==> src/rtl/adc_result_fifo_if.sv <==
// rtl/adc_result_fifo_if.sv - capture/readout bundle between SARADC, the result FIFO and SPI
//
// Purpose: groups the SARADC capture inputs, the SPI pop handshake and the
// status outputs of adc_result_fifo.
// Modports:
//   master - the SARADC/SPI/register side; drives capture, flush, pop and ovf_clr
//   slave  - the FIFO; drives rd_data, rd_valid, empty, full, level and ovf
interface adc_result_fifo_if #(
    parameter int DEPTH = 8,
    parameter int DW    = 5
);
    localparam int AW = $clog2(DEPTH);

    logic          adc_valid;
    logic [DW-1:0] adc_result;
    logic          cap_en;
    logic          flush;
    logic          rd_en;
    logic [DW-1:0] rd_data;
    logic          rd_valid;
    logic          empty;
    logic          full;
    logic [AW:0]   level;
    logic          ovf;
    logic          ovf_clr;

    modport master (
        output adc_valid, adc_result, cap_en, flush, rd_en, ovf_clr,
        input  rd_data, rd_valid, empty, full, level, ovf
    );

    modport slave (
        input  adc_valid, adc_result, cap_en, flush, rd_en, ovf_clr,
        output rd_data, rd_valid, empty, full, level, ovf
    );
endinterface

==> src/rtl/adc_result_fifo.sv <==
// rtl/adc_result_fifo.sv - SARADC result capture FIFO with SPI pop side and sticky overflow
//
// Purpose: captures one SARADC result per rising edge of adc_valid (gated by
// cap_en) into a DEPTH-entry FIFO that SPI drains through rd_en/rd_valid.
// Optional feature macro ADC_AVG_EN: when defined, every four captured samples
// are summed and their truncated average is pushed instead of each sample.
// Ports:
//   clk   - system clock shared by SARADC and SPI-side logic
//   rst_n - asynchronous active-low reset
//   bus   - adc_result_fifo_if.slave: adc_valid, adc_result, cap_en, flush,
//           rd_en, ovf_clr in; rd_data, rd_valid, empty, full, level, ovf out
module adc_result_fifo #(
    parameter int DEPTH = 8,
    parameter int DW    = 5
) (
    input  logic              clk,
    input  logic              rst_n,
    adc_result_fifo_if.slave  bus
);
    localparam int            AW       = $clog2(DEPTH);
    localparam logic [AW:0]   FULL_LVL = (AW+1)'(DEPTH);
    localparam logic [AW:0]   ONE_LVL  = (AW+1)'(1);
    localparam logic [AW-1:0] ONE_PTR  = AW'(1);

    logic [DW-1:0] r_mem [DEPTH];
    logic [AW-1:0] r_wptr;
    logic [AW-1:0] r_rptr;
    logic [AW:0]   r_level;
    logic          r_valid_q;
    logic [DW-1:0] r_rd_data;
    logic          r_rd_valid;
    logic          r_ovf;

    logic          w_cap;
    logic          w_push_req;
    logic [DW-1:0] w_push_data;
    logic          w_full;
    logic          w_empty;
    logic          w_pop;
    logic          w_push_ok;
    logic          w_ovf_set;

    // valid_q tracks adc_valid regardless of cap_en, so enabling capture while
    // a conversion is already high does not produce a late push.
    always_ff @(posedge clk or negedge rst_n) begin
        if (!rst_n) begin
            r_valid_q <= 1'b0;
        end else begin
            r_valid_q <= bus.adc_valid;
        end
    end

    assign w_cap = bus.adc_valid & ~r_valid_q & bus.cap_en;

`ifdef ADC_AVG_EN
    logic [1:0]    r_cnt;
    logic [DW+1:0] r_acc;
    logic [DW+1:0] w_sum;

    assign w_sum       = r_acc + {2'b00, bus.adc_result};
    assign w_push_req  = w_cap & (r_cnt == 2'd3);
    assign w_push_data = w_sum[DW+1:2];

    // The partial sum is only touched on a capture, so cap_en low holds it.
    always_ff @(posedge clk or negedge rst_n) begin
        if (!rst_n) begin
            r_cnt <= 2'd0;
            r_acc <= '0;
        end else if (bus.flush) begin
            r_cnt <= 2'd0;
            r_acc <= '0;
        end else if (w_cap) begin
            r_cnt <= r_cnt + 2'd1;
            r_acc <= (r_cnt == 2'd3) ? '0 : w_sum;
        end
    end
`else
    assign w_push_req  = w_cap;
    assign w_push_data = bus.adc_result;
`endif

    assign w_full  = (r_level == FULL_LVL);
    assign w_empty = (r_level == '0);

    // A pop on a full FIFO frees the slot the simultaneous push writes into;
    // on an empty FIFO the pop is refused, so there is no read-through.
    assign w_pop     = bus.rd_en & ~w_empty & ~bus.flush;
    assign w_push_ok = w_push_req & ~bus.flush & (~w_full | w_pop);
    assign w_ovf_set = w_push_req & ~bus.flush & w_full & ~w_pop;

    always_ff @(posedge clk) begin
        if (w_push_ok) begin
            r_mem[r_wptr] <= w_push_data;
        end
    end

    always_ff @(posedge clk or negedge rst_n) begin
        if (!rst_n) begin
            r_wptr     <= '0;
            r_rptr     <= '0;
            r_level    <= '0;
            r_rd_data  <= '0;
            r_rd_valid <= 1'b0;
        end else if (bus.flush) begin
            r_wptr     <= '0;
            r_rptr     <= '0;
            r_level    <= '0;
            r_rd_valid <= 1'b0;
        end else begin
            r_rd_valid <= w_pop;
            if (w_push_ok) begin
                r_wptr <= r_wptr + ONE_PTR;
            end
            if (w_pop) begin
                r_rd_data <= r_mem[r_rptr];
                r_rptr    <= r_rptr + ONE_PTR;
            end
            case ({w_push_ok, w_pop})
                2'b10:   r_level <= r_level + ONE_LVL;
                2'b01:   r_level <= r_level - ONE_LVL;
                default: r_level <= r_level;
            endcase
        end
    end

    // Set has priority over clear so a coincident overflow is never lost.
    always_ff @(posedge clk or negedge rst_n) begin
        if (!rst_n) begin
            r_ovf <= 1'b0;
        end else if (w_ovf_set) begin
            r_ovf <= 1'b1;
        end else if (bus.ovf_clr) begin
            r_ovf <= 1'b0;
        end
    end

    assign bus.rd_data  = r_rd_data;
    assign bus.rd_valid = r_rd_valid;
    assign bus.empty    = w_empty;
    assign bus.full     = w_full;
    assign bus.level    = r_level;
    assign bus.ovf      = r_ovf;
endmodule
==> src/flat_wrapper.sv <==
// flat-port wrapper written by rule: the top's interface ports become plain ports
module adc_result_fifo_flat 
#(
    parameter int DEPTH = 8,
    parameter int DW    = 5
)
  (clk, rst_n, bus_adc_valid, bus_adc_result, bus_cap_en, bus_flush, bus_rd_en, bus_ovf_clr, bus_rd_data, bus_rd_valid, bus_empty, bus_full, bus_level, bus_ovf);
  adc_result_fifo_if #(.DEPTH(DEPTH), .DW(DW)) bus_i ();
  input  logic clk;
  input  logic rst_n;
  input wire logic [$bits(bus_i.adc_valid)-1:0] bus_adc_valid;
  input wire logic [$bits(bus_i.adc_result)-1:0] bus_adc_result;
  input wire logic [$bits(bus_i.cap_en)-1:0] bus_cap_en;
  input wire logic [$bits(bus_i.flush)-1:0] bus_flush;
  input wire logic [$bits(bus_i.rd_en)-1:0] bus_rd_en;
  input wire logic [$bits(bus_i.ovf_clr)-1:0] bus_ovf_clr;
  output wire logic [$bits(bus_i.rd_data)-1:0] bus_rd_data;
  output wire logic [$bits(bus_i.rd_valid)-1:0] bus_rd_valid;
  output wire logic [$bits(bus_i.empty)-1:0] bus_empty;
  output wire logic [$bits(bus_i.full)-1:0] bus_full;
  output wire logic [$bits(bus_i.level)-1:0] bus_level;
  output wire logic [$bits(bus_i.ovf)-1:0] bus_ovf;
  assign bus_i.adc_valid = bus_adc_valid;
  assign bus_i.adc_result = bus_adc_result;
  assign bus_i.cap_en = bus_cap_en;
  assign bus_i.flush = bus_flush;
  assign bus_i.rd_en = bus_rd_en;
  assign bus_i.ovf_clr = bus_ovf_clr;
  assign bus_rd_data = bus_i.rd_data;
  assign bus_rd_valid = bus_i.rd_valid;
  assign bus_empty = bus_i.empty;
  assign bus_full = bus_i.full;
  assign bus_level = bus_i.level;
  assign bus_ovf = bus_i.ovf;
  adc_result_fifo #(.DEPTH(DEPTH), .DW(DW)) u_core (.clk(clk), .rst_n(rst_n), .bus(bus_i));
endmodule
==> config.mk <==
export PLATFORM = sky130hd
export DESIGN_NAME = adc_result_fifo_flat
export DESIGN_NICKNAME = d
export VERILOG_FILES = /design/src/rtl/adc_result_fifo_if.sv /design/src/rtl/adc_result_fifo.sv /design/src/flat_wrapper.sv
export SDC_FILE = /design/constraint.sdc
export NUM_CORES = 1
export LEC_CHECK = 0
export CORE_AREA = 5 5 71 79
export CTS_CLUSTER_DIAMETER = 120
export DETAILED_ROUTE_END_ITERATION = 10
export DIE_AREA = 0 0 76 84
export PLACE_DENSITY = 0.77
export SLEW_MARGIN = 20
export SYNTH_ARGS = -nofsm -noshare
export SYNTH_HDL_FRONTEND = slang
export SYNTH_SLANG_ARGS = --single-unit
==> constraint.sdc <==
create_clock -name clk -period 3.9 [get_ports clk]
set_clock_uncertainty 0.1 [all_clocks]
set_input_delay 0.39 -clock clk [delete_from_list [all_inputs] [get_ports clk]]
set_output_delay 0.39 -clock clk [all_outputs]
set_load 0.01 [all_outputs]
==> results of run 1 <==
[final cells by class]
type                       instances  area (um2)
clock buffer                       9       123.9
clock inverter                     7       116.4
fill                             351        1724
inverter                           3       11.26
multi-input combinational         94       830.8
sequential                        58        1652
tap                               58       72.57
timing repair buffer              32       300.3
[layout by cell type (no fill, tap or decap), types with 4 or more instances in the layout]
cell / n
o21ai_0: 7
clkdlybuf4s50_1: 24
nand2_1: 13
nor2_1: 10
edfxtp_1: 40
buf_4: 8
clkbuf_8: 9
dfrtp_1: 18
ha_1: 4
mux2i_1: 7
nand3_1: 4
a21oi_1: 4
mux4_2: 10
nor3_1: 4
[path summary, 6_finish.rpt]
check / from / to / slack (ns)
worst max-delay path: u_core.bus.level[0]$_DFFE_PN0P_ / u_core.bus.level[3]$_DFFE_PN0P_ / 0.77
worst max register to register: u_core.bus.level[0]$_DFFE_PN0P_ / u_core.bus.level[3]$_DFFE_PN0P_ / 0.77
max in group asynchronous: rst_n / u_core.r_wptr[1]$_DFFE_PN0P_ / 2.77
worst min-delay path: u_core.bus.rd_data[1]$_DFFE_PN0P_ / u_core.bus.rd_data[1]$_DFFE_PN0P_ / 0.39
worst min register to register: u_core.bus.rd_data[1]$_DFFE_PN0P_ / u_core.bus.rd_data[1]$_DFFE_PN0P_ / 0.39
min in group asynchronous: rst_n / u_core.bus.level[0]$_DFFE_PN0P_ / 0.43
[flip-flops by register name, indices dropped and copies added (netlist names)]
signal	cells
u_core.r_valid_q	1
u_core.bus.level	4
u_core.bus.rd_data	5
u_core.bus.rd_valid	1
u_core.r_rptr	3
u_core.r_mem	40
u_core.r_wptr	3
u_core.bus.ovf	1
[critical path, stage by stage (launching register included)]
cell      delay [ns]
dfrtp_1         0.51
nor3_1          0.57
a21o_1          0.39
nor2_1          0.14
ha_1            0.30
a21o_1          0.19
a211oi_1        0.25
mux2_2          0.38
a41oi_1         0.22
[power groups by stage]
| stage | Sequential [uW] | Clock (uW) | Combinational [uW] |
|---|---|---|---|
| 2_1_floorplan | 734 | 0 | 87.1 |
| 3_3_place_gp | 732 | 0 | 179 |
| 3_5_place_dp | 736 | 0 | 184 |
| 4_1_cts | 723 | 672 | 185 |
| 5_1_grt | 729 | 701 | 199 |
| 6_report | 722 | 659 | 182 |
[kinds of logic after synthesis]
family / Yosys count
DFF: 58
and+or+nand+nor: 44
AOI/OAI and AO/OA: 22
muxes: 18
buffers and inverters: 12
xor gates and xnor gates: 5
adders and majority gates: 5
[through the flow]
stage / std cells / hold WS, ns / util [%] / cell area, um2
6_report: 261 / 0.3851 / 64.31 / 3107
5_1_grt: 261 / 0.4357 / 64.31 / 3107
4_1_cts: 261 / 0.3977 / 64.31 / 3107
3_5_place_dp: 245 / 0.3825 / 59.34 / 2867
3_3_place_gp: 245 / 0.3662 / 59.34 / 2867
2_1_floorplan: 164 / -0.005591 / - / 2552
[layer usage]
layer  vias to the layer above  wire length (um)
met5                         -                 0
met2                        29              2559
met3                        13               174
li1                        700                 -
met4                         0               127
met1                       771              1980
==> out/results.tsv, run 1 <==
metric	value	unit
pwr-share-clk	42.1	%
final.setup.tns	0	ns
synth_mux_area_share	12.01	%
ctsRootBufferMaster	clkbuf_8	
cts_tree	yes	
outcome	complete, no violations	
hold_buffers	0	
synth_most_common_cell	edfxtp_1	
final_nets	215	
io_buffers	24	
crit_fanout	12	
synth_top_area_share	47.06	%
top_usage_layer	met2	
dp_hpwl	3363	um
synth_top_area_cell	edfxtp_1	
insertion_delay	0.33	ns
ys_ff_latch	58	
rsz0062_at_grt	no	
cts.sinks	58	
fp-row-count	27	
cp_data_required_time	4.04	ns
fmaxAchievable	0.3191	GHz
coreArea	4831	um2
synth_top_family_by_area	multiplexers	
io_pins	25	
synthArstFlopShare	31.03	%
routabilityCongestion	0.8327	
start_kind	flop	
synthTopCellsByArea	edfxtp_1 (47%), dfrtp_1 (18%), mux4_2 (8.8%)	
total_power	1563	uW
htree_levels	3	
seq_power_share	46.2	%
rr_worst_depth	8	
post-route-period-util	80.35	%
setup_viol	0	
grt_first_pass_wirelength	8114	um
ant_nets	0	
p_int	1217	uW
swShare	22.13	%
arrival	3.28	ns
clk_path_buf_depth	2	
n_antenna_cell	0	
cap_violations	0	
synth-xor-area-share	1.716	%
grt_start_max_net_pins	19	
drt_iter0_markers	79	
tightest_slew	0.8099	ns
grt_use_met2	27.41	%
cp-end-kind	flop	
dp_slack	0.5670	ns
cellPowerDensity	503.0	nW/um2
slew_viol_final	0	
die_w	76	um
drive_above_1_share	19.21	%
grt_overflow	0	
use_met1	20.04	%
synth_area	2552	um2
ir_drop	360.3	uV
worstHoldPathCells	2	
synth_cells	164	
synth_adder_area_share	2.745	%
syn_to_final_growth	21.72	%
die_height	84	um
synthTopCellsByCount	edfxtp_1 (40), dfrtp_1 (18), nand2_1 (13)	
ctsResizeCount	0	
leakage	0.001123	uW
totalWireLength	4842	um
numCtsBuffers	9	
drcViolationCount	0	
syn_area_per_cell	15.56	um2
dr.pass1.iters	4	
grt.met3_usage	3.240	%
hold_class	flop to flop	
dieArea	6384	um2
yosys_most_used_dff	edfxtp_1	
post_cts_buffers	0	
clk_pin_slew_worst_paths	0.07	ns
p_comb_share	11.6	%
ys_warn_count	0	
relSlewSlack	45.84	%
grt_pass1_vias	1626	
hold_violations	0	
antenna_found_initial	0	
track_usage	16.47	%
start_util	52.84	%
vias	1513	
layout_setup_ws	0.7662	ns
synth_compound_area_share	6.912	%
switchingPower	345.8	uW
path_class	flop to flop	
synthSimpleGateAreaFrac	9.167	%
synth.distinct_cells	41	
vias_per_cell	5.797	
synth_enable_flop_cells	40	
syn_nets	181	
yosysSeqAreaShare	64.71	%
wl_per_cell	18.55	um
min_period	3.134	ns
Power figures use the tool's default switching activity.
==> inputs of run 2 (changes only) <==
==> constraint.sdc (replaced) <==
create_clock -name clk -period 3.25 [get_ports clk]
set_clock_uncertainty 0.1 [all_clocks]
set_input_delay 0.325 -clock clk [delete_from_list [all_inputs] [get_ports clk]]
set_output_delay 0.325 -clock clk [all_outputs]
set_load 0.01 [all_outputs]
==> out/results.tsv, run 2 (synthesized netlist as in run 1, its figures left out) <==
metric	value	unit	change
outcome	complete, no violations		unchanged
dr.pass1.iters	4		unchanged
routabilityCongestion	0.9334		was 0.8327
track_usage	15.08	%	was 16.47%
worst_path_largest_cell_delay	0.62	ns	was 0.57 ns
cap_violations	0		unchanged
cts.sinks	58		unchanged
tightest_slew	0.8164	ns	was 0.8099 ns
start_kind	flop		unchanged
hold_class	input pin to asynchronous set/reset pin		was flop to flop
slew_viol_final	0		unchanged
die_w	76	um	unchanged
coreArea	4831	um2	unchanged
htree_levels	3		unchanged
syn_to_final_growth	19.22	%	was 21.72%
crit_chain	nor3_1 -> a21o_1 -> nor2_1 -> ha_1 -> a21o_1 -> a211oi_1 -> mux2_2 -> a41oi_1		unchanged
final.setup.tns	0	ns	unchanged
cp_data_required_time	3.39	ns	was 4.04 ns
cts_tree	yes		unchanged
final_common_cell	edfxtp_1		unchanged
clk_pin_slew_worst_paths	0.07	ns	about the same
ctsResizeCount	0		unchanged
regMostFlops	u_core.r_mem		unchanged
total_power	1621	uW	was 1563 uW
maxUsedRoutingLayer	met4		unchanged
vias	1489		was 1513
vias_per_cell	5.662		was 5.797
fp-row-count	27		unchanged
die_height	84	um	unchanged
numCtsBuffers	9		unchanged
post-route-period-util	90.84	%	was 80.35%
io_pins	25		unchanged
cpMaxStageDelayCell	nor3_1		unchanged
final_nets	217		was 215
hold_violations	0		unchanged
crit_fanout	9		was 12
met2_length	2354	um	was 2559 um
arrival	3.10	ns	was 3.28 ns
grt_start_max_net_pins	19		unchanged
leakage	0.001091	uW	was 0.001123 uW
drt_iter0_markers	66		was 79
wl_met3	159	um	was 174 um
dieArea	6384	um2	unchanged
n_antenna_cell	0		unchanged
antenna_found_initial	0		unchanged
path_class	flop to flop		unchanged
cp-end-kind	flop		unchanged
grt_first_pass_wirelength	7424	um	was 8114 um
crit_family	compound AO/OA/AOI/OAI gates		unchanged
grt_pass1_vias	1525		was 1626
min_period	2.952	ns	was 3.134 ns
cellPowerDensity	532.6	nW/um2	was 503.0 nW/um2
insertion_delay	0.33	ns	about the same
grt_overflow	0		unchanged
ir_drop	340.4	uV	was 360.3 uV
io_buffers	24		unchanged
layout.cells.non_filler	263		was 261
setup_viol	0		unchanged
layout_common_cells	edfxtp_1 (40), clkdlybuf4s50_1 (24), dfrtp_1 (18)		unchanged
clk_path_buf_depth	2		unchanged
cp.buffers_inverters	0		unchanged
start_util	52.84	%	unchanged
critPathMostFrequentCell	a21o_1		unchanged
ant_nets	0		unchanged
multi_input_area	830.8	um2	unchanged
hold_buffers	0		unchanged
final_core_util	62.99	%	was 64.31%
totalWireLength	4457	um	was 4842 um
post_cts_buffers	0		unchanged
largest_reg_flops	40		unchanged
ctsRootBufferMaster	clkbuf_8		unchanged
rsz0062_at_grt	no		unchanged
relSlewSlack	45.40	%	was 45.84%
dp_hpwl	3211	um	was 3363 um
fillers	354		was 351
dp.cells	247		was 245
wl_met1	1865	um	was 1980 um
wl_per_cell	16.95	um	was 18.55 um
fmaxAchievable	0.3387	GHz	was 0.3191 GHz
drcViolationCount	0		unchanged
regArea	1652	um2	unchanged
drive_above_1_share	19.02	%	was 19.21%
run 2: cell types whose count changed in the layout (fill, tap and decap cells not counted), sizes merged:
cell	change
clkbuf	+1
inv	-1
clkinvlp	+1
bufinv	-3
buf	+2
clkinv	+2
run 2: worst reg2reg max path, stage by stage, from the launching register on:
cell      delay, ns
dfrtp_1        0.49
nor3_1         0.62
a21o_1         0.23
nor2_1         0.08
ha_1           0.29
a21o_1         0.19
a211oi_1       0.29
mux2_2         0.38
a41oi_1        0.20
run 2: metal layers:
metal	track usage (%)	up-vias
met1	18.66	748
li1	-	706
met2	23.52	29
met4	8.900	0
met5	0	-
met3	4.104	6
run 2: final timing paths:
path	slack, ns	cells past startpoint	end	from
max	0.30	8	u_core.bus.level[3]$_DFFE_PN0P_	u_core.bus.level[0]$_DFFE_PN0P_
min	0.37	1	u_core.bus.level[1]$_DFFE_PN0P_	rst_n
max reg2reg	0.30	8	u_core.bus.level[3]$_DFFE_PN0P_	u_core.bus.level[0]$_DFFE_PN0P_
min reg2reg	0.38	2	u_core.bus.rd_data[2]$_DFFE_PN0P_	u_core.bus.rd_data[2]$_DFFE_PN0P_
max in group asynchronous	2.18	1	u_core.r_wptr[0]$_DFFE_PN0P_	rst_n
min in group clk	0.38	2	u_core.bus.rd_data[2]$_DFFE_PN0P_	u_core.bus.rd_data[2]$_DFFE_PN0P_
run 2: cell type report:
| cell class | instances | share of cell area, % |
|---|---|---|
| sequential | 58 | 54.28 |
| timing repair buffer | 34 | 10.36 |
| inverter | 3 | 0.3701 |
| tap | 58 | 2.385 |
| clock buffer | 10 | 4.194 |
| clock inverter | 6 | 1.110 |
| multi-input combinational | 94 | 27.30 |
run 2: through the flow:
step | setup WS (ns) | hold WS (ns) | area, um2
after CTS | 0.2778 | 0.3870 | 3043
after global placement | 0.2584 | 0.3626 | 2882
after global routing | 0.09963 | 0.4108 | 3043
after floorplan | 0.4307 | -0.07059 | 2552
after detailed placement | 0.09909 | 0.3723 | 2882
final | 0.2977 | 0.3661 | 3043
run 2: power breakdown:
part | internal (uW) | switching (uW) | total, uW
logic | 126 | 93.1 | 219
clock network | 269 | 271 | 540
registers | 828 | 34.7 | 863
total | 1220 | 398 | 1620
